$ cat src/rtl/output_neuron_seq_if.sv
// Bundle of the output neuron's control handshake, operand and result signals.
// master: the side that launches computations (training/control logic).
// slave : the output neuron itself.
interface output_neuron_seq_if #(
  parameter int N_INPUTS = 8,
  parameter int X_W      = 10,
  parameter int W_W      = 8,
  parameter int ACC_W    = 23,
  parameter int T_W      = 4
);
  logic                       start_i;
  logic                       f0_pass_i;
  logic [T_W-1:0]             target_i;
  logic [N_INPUTS*X_W-1:0]    x_i;
  logic [N_INPUTS*W_W-1:0]    w_i;
  logic                       busy_o;
  logic                       done_o;
  logic [ACC_W-1:0]           final_o;
  logic [2*ACC_W+1:0]         loss_o;

  modport master (
    output start_i, f0_pass_i, target_i, x_i, w_i,
    input  busy_o, done_o, final_o, loss_o
  );

  modport slave (
    input  start_i, f0_pass_i, target_i, x_i, w_i,
    output busy_o, done_o, final_o, loss_o
  );
endinterface

$ cat src/rtl/output_neuron_seq.sv
// Sequential output neuron: one multiply-accumulate per cycle over N_INPUTS
// activation/weight pairs, followed by a squared-error loss against a target.
// Compile-time option: OUTPUT_NEURON_SAT_EN selects a saturating accumulator;
// without it the accumulator wraps modulo 2^ACC_W.
//
// state | meaning
// ------+------------------------------------------------------------
// IDLE  | waiting for start_i; operands captured on the accepting edge
// ACC   | one MAC per edge, index 0 .. N_INPUTS-1
// LOSS  | register final_o / loss_o, pulse done_o, return to IDLE
module output_neuron_seq #(
  parameter int N_INPUTS = 8,
  parameter int X_W      = 10,
  parameter int W_W      = 8,
  parameter int ACC_W    = 23,
  parameter int T_W      = 4
) (
  input  logic                 clk_i,
  input  logic                 rst_i,
  output_neuron_seq_if.slave   bus
);

  localparam int IDX_W  = (N_INPUTS > 1) ? $clog2(N_INPUTS) : 1;
  localparam int PROD_W = X_W + W_W;
  localparam int LOSS_W = 2 * ACC_W + 2;

  localparam logic [1:0] ST_IDLE = 2'd0;
  localparam logic [1:0] ST_ACC  = 2'd1;
  localparam logic [1:0] ST_LOSS = 2'd2;

  localparam logic [IDX_W-1:0] IDX_LAST = IDX_W'(N_INPUTS - 1);

  logic [1:0]                state_q, state_d;
  logic [IDX_W-1:0]          idx_q, idx_d;
  logic [ACC_W-1:0]          acc_q, acc_d;
  logic [N_INPUTS*X_W-1:0]   x_q, x_d;
  logic [N_INPUTS*W_W-1:0]   w_q, w_d;
  logic [T_W-1:0]            target_q, target_d;
  logic                      done_q, done_d;
  logic [ACC_W-1:0]          final_q, final_d;
  logic [LOSS_W-1:0]         loss_q, loss_d;

  logic [X_W-1:0]            x_sel;
  logic [W_W-1:0]            w_sel;
  logic [PROD_W-1:0]         prod;
  logic [ACC_W-1:0]          acc_next;

  logic signed [ACC_W:0]     diff;
  logic signed [LOSS_W-1:0]  diff_ext;
  logic signed [LOSS_W-1:0]  diff_sq;

  // Current MAC operands and their product.
  always_comb begin
    x_sel = x_q[idx_q * X_W +: X_W];
    w_sel = w_q[idx_q * W_W +: W_W];
    prod  = PROD_W'(x_sel) * PROD_W'(w_sel);
  end

`ifdef OUTPUT_NEURON_SAT_EN
  logic       sat_q, sat_d;
  logic [ACC_W:0] sum;

  // Saturating accumulate: once clamped, the accumulator stays at full scale.
  always_comb begin
    sum      = {1'b0, acc_q} + (ACC_W + 1)'(prod);
    sat_d    = sat_q;
    acc_next = sum[ACC_W-1:0];
    if (sat_q || sum[ACC_W]) begin
      acc_next = {ACC_W{1'b1}};
      sat_d    = 1'b1;
    end
    if (state_q == ST_IDLE && bus.start_i) begin
      sat_d = 1'b0;
    end
  end

  // Sticky saturation flag, cleared when a new computation is accepted.
  always_ff @(posedge clk_i or negedge rst_i) begin
    if (!rst_i) sat_q <= 1'b0;
    else        sat_q <= sat_d;
  end
`else
  // Wrapping accumulate: the carry out of ACC_W bits is simply dropped.
  always_comb begin
    acc_next = acc_q + ACC_W'(prod);
  end
`endif

  // Signed error against the target and its square.
  always_comb begin
    diff     = $signed({1'b0, acc_q}) - $signed((ACC_W + 1)'(target_q));
    diff_ext = LOSS_W'(diff);
    diff_sq  = diff_ext * diff_ext;
  end

  // Next-state and datapath update.
  always_comb begin
    state_d  = state_q;
    idx_d    = idx_q;
    acc_d    = acc_q;
    x_d      = x_q;
    w_d      = w_q;
    target_d = target_q;
    done_d   = 1'b0;
    final_d  = final_q;
    loss_d   = loss_q;
    case (state_q)
      ST_IDLE: begin
        if (bus.start_i) begin
          x_d      = bus.x_i;
          w_d      = bus.w_i;
          target_d = bus.target_i;
          acc_d    = '0;
          idx_d    = '0;
          state_d  = ST_ACC;
        end
      end
      ST_ACC: begin
        acc_d = acc_next;
        if (idx_q == IDX_LAST) begin
          state_d = ST_LOSS;
        end else begin
          idx_d = idx_q + 1'b1;
        end
      end
      ST_LOSS: begin
        final_d = acc_q;
        if (bus.f0_pass_i && (acc_q != '0)) begin
          loss_d = $unsigned(diff_sq);
        end
        done_d  = 1'b1;
        state_d = ST_IDLE;
      end
      default: begin
        state_d = ST_IDLE;
      end
    endcase
  end

  // State and datapath registers; reset aborts any computation in flight.
  always_ff @(posedge clk_i or negedge rst_i) begin
    if (!rst_i) begin
      state_q  <= ST_IDLE;
      idx_q    <= '0;
      acc_q    <= '0;
      x_q      <= '0;
      w_q      <= '0;
      target_q <= '0;
      done_q   <= 1'b0;
      final_q  <= '0;
      loss_q   <= '0;
    end else begin
      state_q  <= state_d;
      idx_q    <= idx_d;
      acc_q    <= acc_d;
      x_q      <= x_d;
      w_q      <= w_d;
      target_q <= target_d;
      done_q   <= done_d;
      final_q  <= final_d;
      loss_q   <= loss_d;
    end
  end

  // Output drive.
  always_comb begin
    bus.busy_o  = (state_q == ST_ACC) || (state_q == ST_LOSS);
    bus.done_o  = done_q;
    bus.final_o = final_q;
    bus.loss_o  = loss_q;
  end

endmodule

$ cat src/flat_wrapper.sv
// flat-port wrapper written by rule: the top's interface ports become plain ports
module output_neuron_seq_flat 
#(
  parameter int N_INPUTS = 8,
  parameter int X_W      = 10,
  parameter int W_W      = 8,
  parameter int ACC_W    = 23,
  parameter int T_W      = 4
)
  (clk_i, rst_i, bus_start_i, bus_f0_pass_i, bus_target_i, bus_x_i, bus_w_i, bus_busy_o, bus_done_o, bus_final_o, bus_loss_o);
  output_neuron_seq_if #(.N_INPUTS(N_INPUTS), .X_W(X_W), .W_W(W_W), .ACC_W(ACC_W), .T_W(T_W)) bus_i ();
  input  logic clk_i;
  input  logic rst_i;
  input wire logic [$bits(bus_i.start_i)-1:0] bus_start_i;
  input wire logic [$bits(bus_i.f0_pass_i)-1:0] bus_f0_pass_i;
  input wire logic [$bits(bus_i.target_i)-1:0] bus_target_i;
  input wire logic [$bits(bus_i.x_i)-1:0] bus_x_i;
  input wire logic [$bits(bus_i.w_i)-1:0] bus_w_i;
  output wire logic [$bits(bus_i.busy_o)-1:0] bus_busy_o;
  output wire logic [$bits(bus_i.done_o)-1:0] bus_done_o;
  output wire logic [$bits(bus_i.final_o)-1:0] bus_final_o;
  output wire logic [$bits(bus_i.loss_o)-1:0] bus_loss_o;
  assign bus_i.start_i = bus_start_i;
  assign bus_i.f0_pass_i = bus_f0_pass_i;
  assign bus_i.target_i = bus_target_i;
  assign bus_i.x_i = bus_x_i;
  assign bus_i.w_i = bus_w_i;
  assign bus_busy_o = bus_i.busy_o;
  assign bus_done_o = bus_i.done_o;
  assign bus_final_o = bus_i.final_o;
  assign bus_loss_o = bus_i.loss_o;
  output_neuron_seq #(.N_INPUTS(N_INPUTS), .X_W(X_W), .W_W(W_W), .ACC_W(ACC_W), .T_W(T_W)) u_core (.clk_i(clk_i), .rst_i(rst_i), .bus(bus_i));
endmodule
$ cat config.mk
export PLATFORM = sky130hd
export DESIGN_NAME = output_neuron_seq_flat
export DESIGN_NICKNAME = d
export VERILOG_FILES = /design/src/rtl/output_neuron_seq_if.sv /design/src/rtl/output_neuron_seq.sv /design/src/flat_wrapper.sv
export SDC_FILE = /design/constraint.sdc
export NUM_CORES = 2
export LEC_CHECK = 0
export BUFFER_PORTS_ARGS = -buffer_cell sky130_fd_sc_hd__buf_2
export CORE_MARGIN = 5
export CORE_UTILIZATION = 50
export CTS_CLUSTER_SIZE = 12
export DETAILED_ROUTE_END_ITERATION = 6
export PLACE_DENSITY = 0.71
export SYNTH_ARGS = -nofsm -noshare
export SYNTH_HDL_FRONTEND = slang
export SYNTH_SLANG_ARGS = --single-unit
$ cat constraint.sdc
create_clock -name clk_i -period 8.57 [get_ports clk_i]
set_input_delay 1.2855 -clock clk_i [delete_from_list [all_inputs] [get_ports clk_i]]
set_output_delay 1.2855 -clock clk_i [all_outputs]
set_load 0.01 [all_outputs]
==> impl_metrics.json <==
{
  "run_status": "finished, violations left",
  "violations": "setup timing",
  "cpPeakStageDelay_ns": 0.59,
  "track_usage": 0.242,
  "wl_per_cell_um": 18.5,
  "cp-startpoint": "u_core.acc_q[0]$_DFFE_PN0P_",
  "avgSynthCellArea_um2": 10.5,
  "clock.fmax_ghz": 0.116,
  "grt_use_met2": 0.409,
  "path_clk_slew_ns": 0.06,
  "synthArstFlopShare": 1.00,
  "numCtsBuffers": 30,
  "synth_top_area_frac": 0.382,
  "vias": 22900,
  "clk_latency_ns": 0.62,
  "cpMostUsedCell": "fa_1",
  "start_util": 0.505,
  "synth_flop_cell": "dfrtp_1",
  "drt.antenna.violating_nets": 0,
  "maxCapViolCount": 0,
  "synth_cell_type_count": 74,
  "finalCriticalPeriod_ns": 8.65,
  "dieArea_mm2": 0.0703,
  "synthMuxAreaShare": 0.0934,
  "overflow": 0,
  "initialDrtViolationCount": 1230,
  "area_delta_synth_final_pct": 19.2,
  "fp-row-count": 93,
  "critPathArrivalTime_ns": 9.12,
  "use_met1": 0.323,
  "setup_slack_ns": -0.0840,
  "top_usage_layer": "met2",
  "die_h_um": 265,
  "ys.warnings.count": 0,
  "grt_pass1_wl_mm": 136,
  "worstSetupPathType": "reg -> reg",
  "start_kind": "register",
  "rsz0062_at_grt": "yes",
  "path_max_fanout": 9,
  "synthXorXnorAreaFrac": 0.0269,
  "via_per_inst": 5.13,
  "die_w_um": 265,
  "final.setup_skew_ns": 0.0224,
  "synth_top_family_by_area": "adder cells",
  "setup_tns_ns": -0.425,
  "cp-end-kind": "register",
  "utilization": 0.602,
  "yosysSeqAreaShare": 0.190,
  "n_antenna_cell": 0,
  "top_level_ports": 225,
  "finalInstanceArea_mm2": 0.0388,
  "hold_viol_final": 0,
  "cp_slowest_cell": "fa_2",
  "antenna_found_initial": 5,
  "worst-path-buf-inv": 11,
  "grt_pass1_vias": 25500,
  "cts_tree": "done",
  "place_area_mm2": 0.0368,
  "synth.cell_area_mm2": 0.0325,
  "fillerInstances": 5261,
  "r2r-start": "u_core.acc_q[0]$_DFFE_PN0P_",
  "core_mm2": 0.0645,
  "final_max_slew_viol_count": 0,
  "grt_util_met3": 0.0542,
  "syn_inst": 3113,
  "ys_seq_elements": 247,
  "path_delay_family": "adder cells",
  "synthSimpleGateAreaFrac": 0.0819,
  "wl_mm": 82.4,
  "dp_hpwl_mm": 68.0,
  "synth_area_leader_cell": "fa_1",
  "nNetsFinal": 4557,
  "min_from": "u_core.bus.loss_o[19]$_DFFE_PN0P_",
  "ctsHtreeMaxLevel": 1,
  "worstMarginPinSlew_ns": 1.11,
  "layout-drive-gt1-share": 0.268,
  "ys_top_cells_by_area": "fa_1, dfrtp_1, inv_1",
  "gp_congestion": 0.969,
  "drc": 0,
  "grt_max_degree": 122,
  "port_buffers": 223,
  "dr.pass1.iters": 7,
  "synth-edff-count": 0,
  "holdCritPathClass": "reg -> reg",
  "clockRootBuffer": "clkbuf_16",
  "synth-compound-area-share": 0.0458,
  "period_share": 1.01,
  "postCtsHoldBufs": 0,
  "cts.sinks": 247,
  "clk_path_buf_depth": 3,
  "finalSetupViolCount": 9,
  "synthAdderAreaFrac": 0.457,
  "slew_headroom": 0.257,
  "required_ns": 9.03
}
==> what timing repair did <==
| action | CTS | global route |
|---|---|---|
| pin swaps | 63 | 30 |
| endpoints found under the setup margin | 23 | 28 |
| resized for setup | 125 | 53 |
| buffers inserted | 12 | 10 |
| gates cloned | 0 | 0 |
==> worst register-to-register path, delay by kind of cell (launching register included) <==
family	cells	cell delay, ns
buffers and inverters	11	1.11
flip-flops	1	0.37
AND/OR/NAND/NOR	8	1.33
XOR/XNOR	2	0.34
AO/OA/AOI/OAI	8	1.04
adder cells (fa/ha/maj)	10	4.31
==> layout make-up <==
type	count	area, um^2	area share
multi-input cells	1973	23700	0.611
flip-flops and latches	247	6180	0.159
repair buffers	523	3670	0.0946
inverters	814	3070	0.0792
well taps	855	1070	0.0276
clock buffers	38	831	0.0214
clock inverters	14	264	0.00681
==> synthesized netlist by cell type (3+ instances only) <==
master and count:
o21ai_0 67, a41oi_1 3, and3_1 7, mux2_2 189, or4_1 3, ha_1 195, and4_1 4, nand2_1 282
xor2_1 33, a21oi_1 53, nand3_1 16, inv_1 800, a21o_1 37, o211ai_1 7, clkinv_1 6, fa_1 621
nand4_1 7, o21a_1 4, or3_1 3, mux4_2 36, a31oi_1 7, a22o_1 21, a211oi_1 6, nand2b_1 22
buf_2 5, nor2_1 140, dfrtp_1 247, inv_2 7, and2_1 28, xnor2_1 57, o21bai_1 3, clkbuf_1 65
nor3_1 14, a31o_2 3, buf_1 11, buf_4 4, nor3b_1 3, mux2i_1 10, or3_4 3, o31ai_1 5
nor4_1 4, or2_2 5, nor2b_1 31
==> final timing paths <==
kind                                                      to  slack (ns)  depth (start not counted)
hold / removal             u_core.bus.loss_o[19]$_DFFE_PN0P_        0.47                          2
setup / recovery           u_core.bus.loss_o[37]$_DFFE_PN0P_       -0.08                         39
max in group asynchronous        u_core.acc_q[1]$_DFFE_PN0P_        6.32                          2
setup reg to reg           u_core.bus.loss_o[37]$_DFFE_PN0P_       -0.08                         39
hold reg to reg            u_core.bus.loss_o[19]$_DFFE_PN0P_        0.47                          2
min in group asynchronous          u_core.x_q[7]$_DFFE_PN0P_        0.77                          1
==> stage by stage <==
| stage | hold slack, ns | worst slack (ns) | instances |
|---|---|---|---|
| finish | 0.468 | -0.0840 | 4464 |
| global route | 0.503 | -0.474 | 4464 |
| CTS | 0.477 | -0.138 | 4454 |
| detailed placement | 0.465 | -0.752 | 4392 |
| global placement | 0.457 | -0.647 | 4392 |
| floorplan | 0.474 | 0.0200 | 3120 |
==> layer usage <==
metal  wire, um  vias to the layer above  share of wire
li1           -                    10400              -
met1      33400                    11600           0.40
met2      40100                      765           0.49
met3       6700                      146          0.081
met4       2240                        8          0.027
met5         46                        -        0.00056
==> cells in the final DEF, fill, tap and decap left out, types with 50 or more instances in the layout <==
cell type	instances
fa_1	599
inv_1	784
buf_4	269
nand2_1	270
xnor2_1	50
ha_1	177
buf_2	222
mux2_2	189
nor2_1	130
dfrtp_1	245
==> sequential cells by signal, indices dropped and copies added, names as in the netlist, 2 cells and up <==
name	flops
u_core.x_q	80
u_core.w_q	64
u_core.bus.loss_o	47
u_core.acc_q	23
u_core.bus.final_o	23
u_core.target_q	4
u_core.idx_q	3
u_core.state_q	2
==> kinds of logic after synthesis <==
kind of cell,Yosys count
flip-flops,247
multiplexers,235
buffers and inverters,900
XOR/XNOR,94
AND/OR/NAND/NOR,586
other,2
AO/OA/AOI/OAI,233
adder cells (fa/ha/maj),816
Power is not shown: default switching activity piles up to over one toggle a cycle in this logic, so the estimate is an artifact.
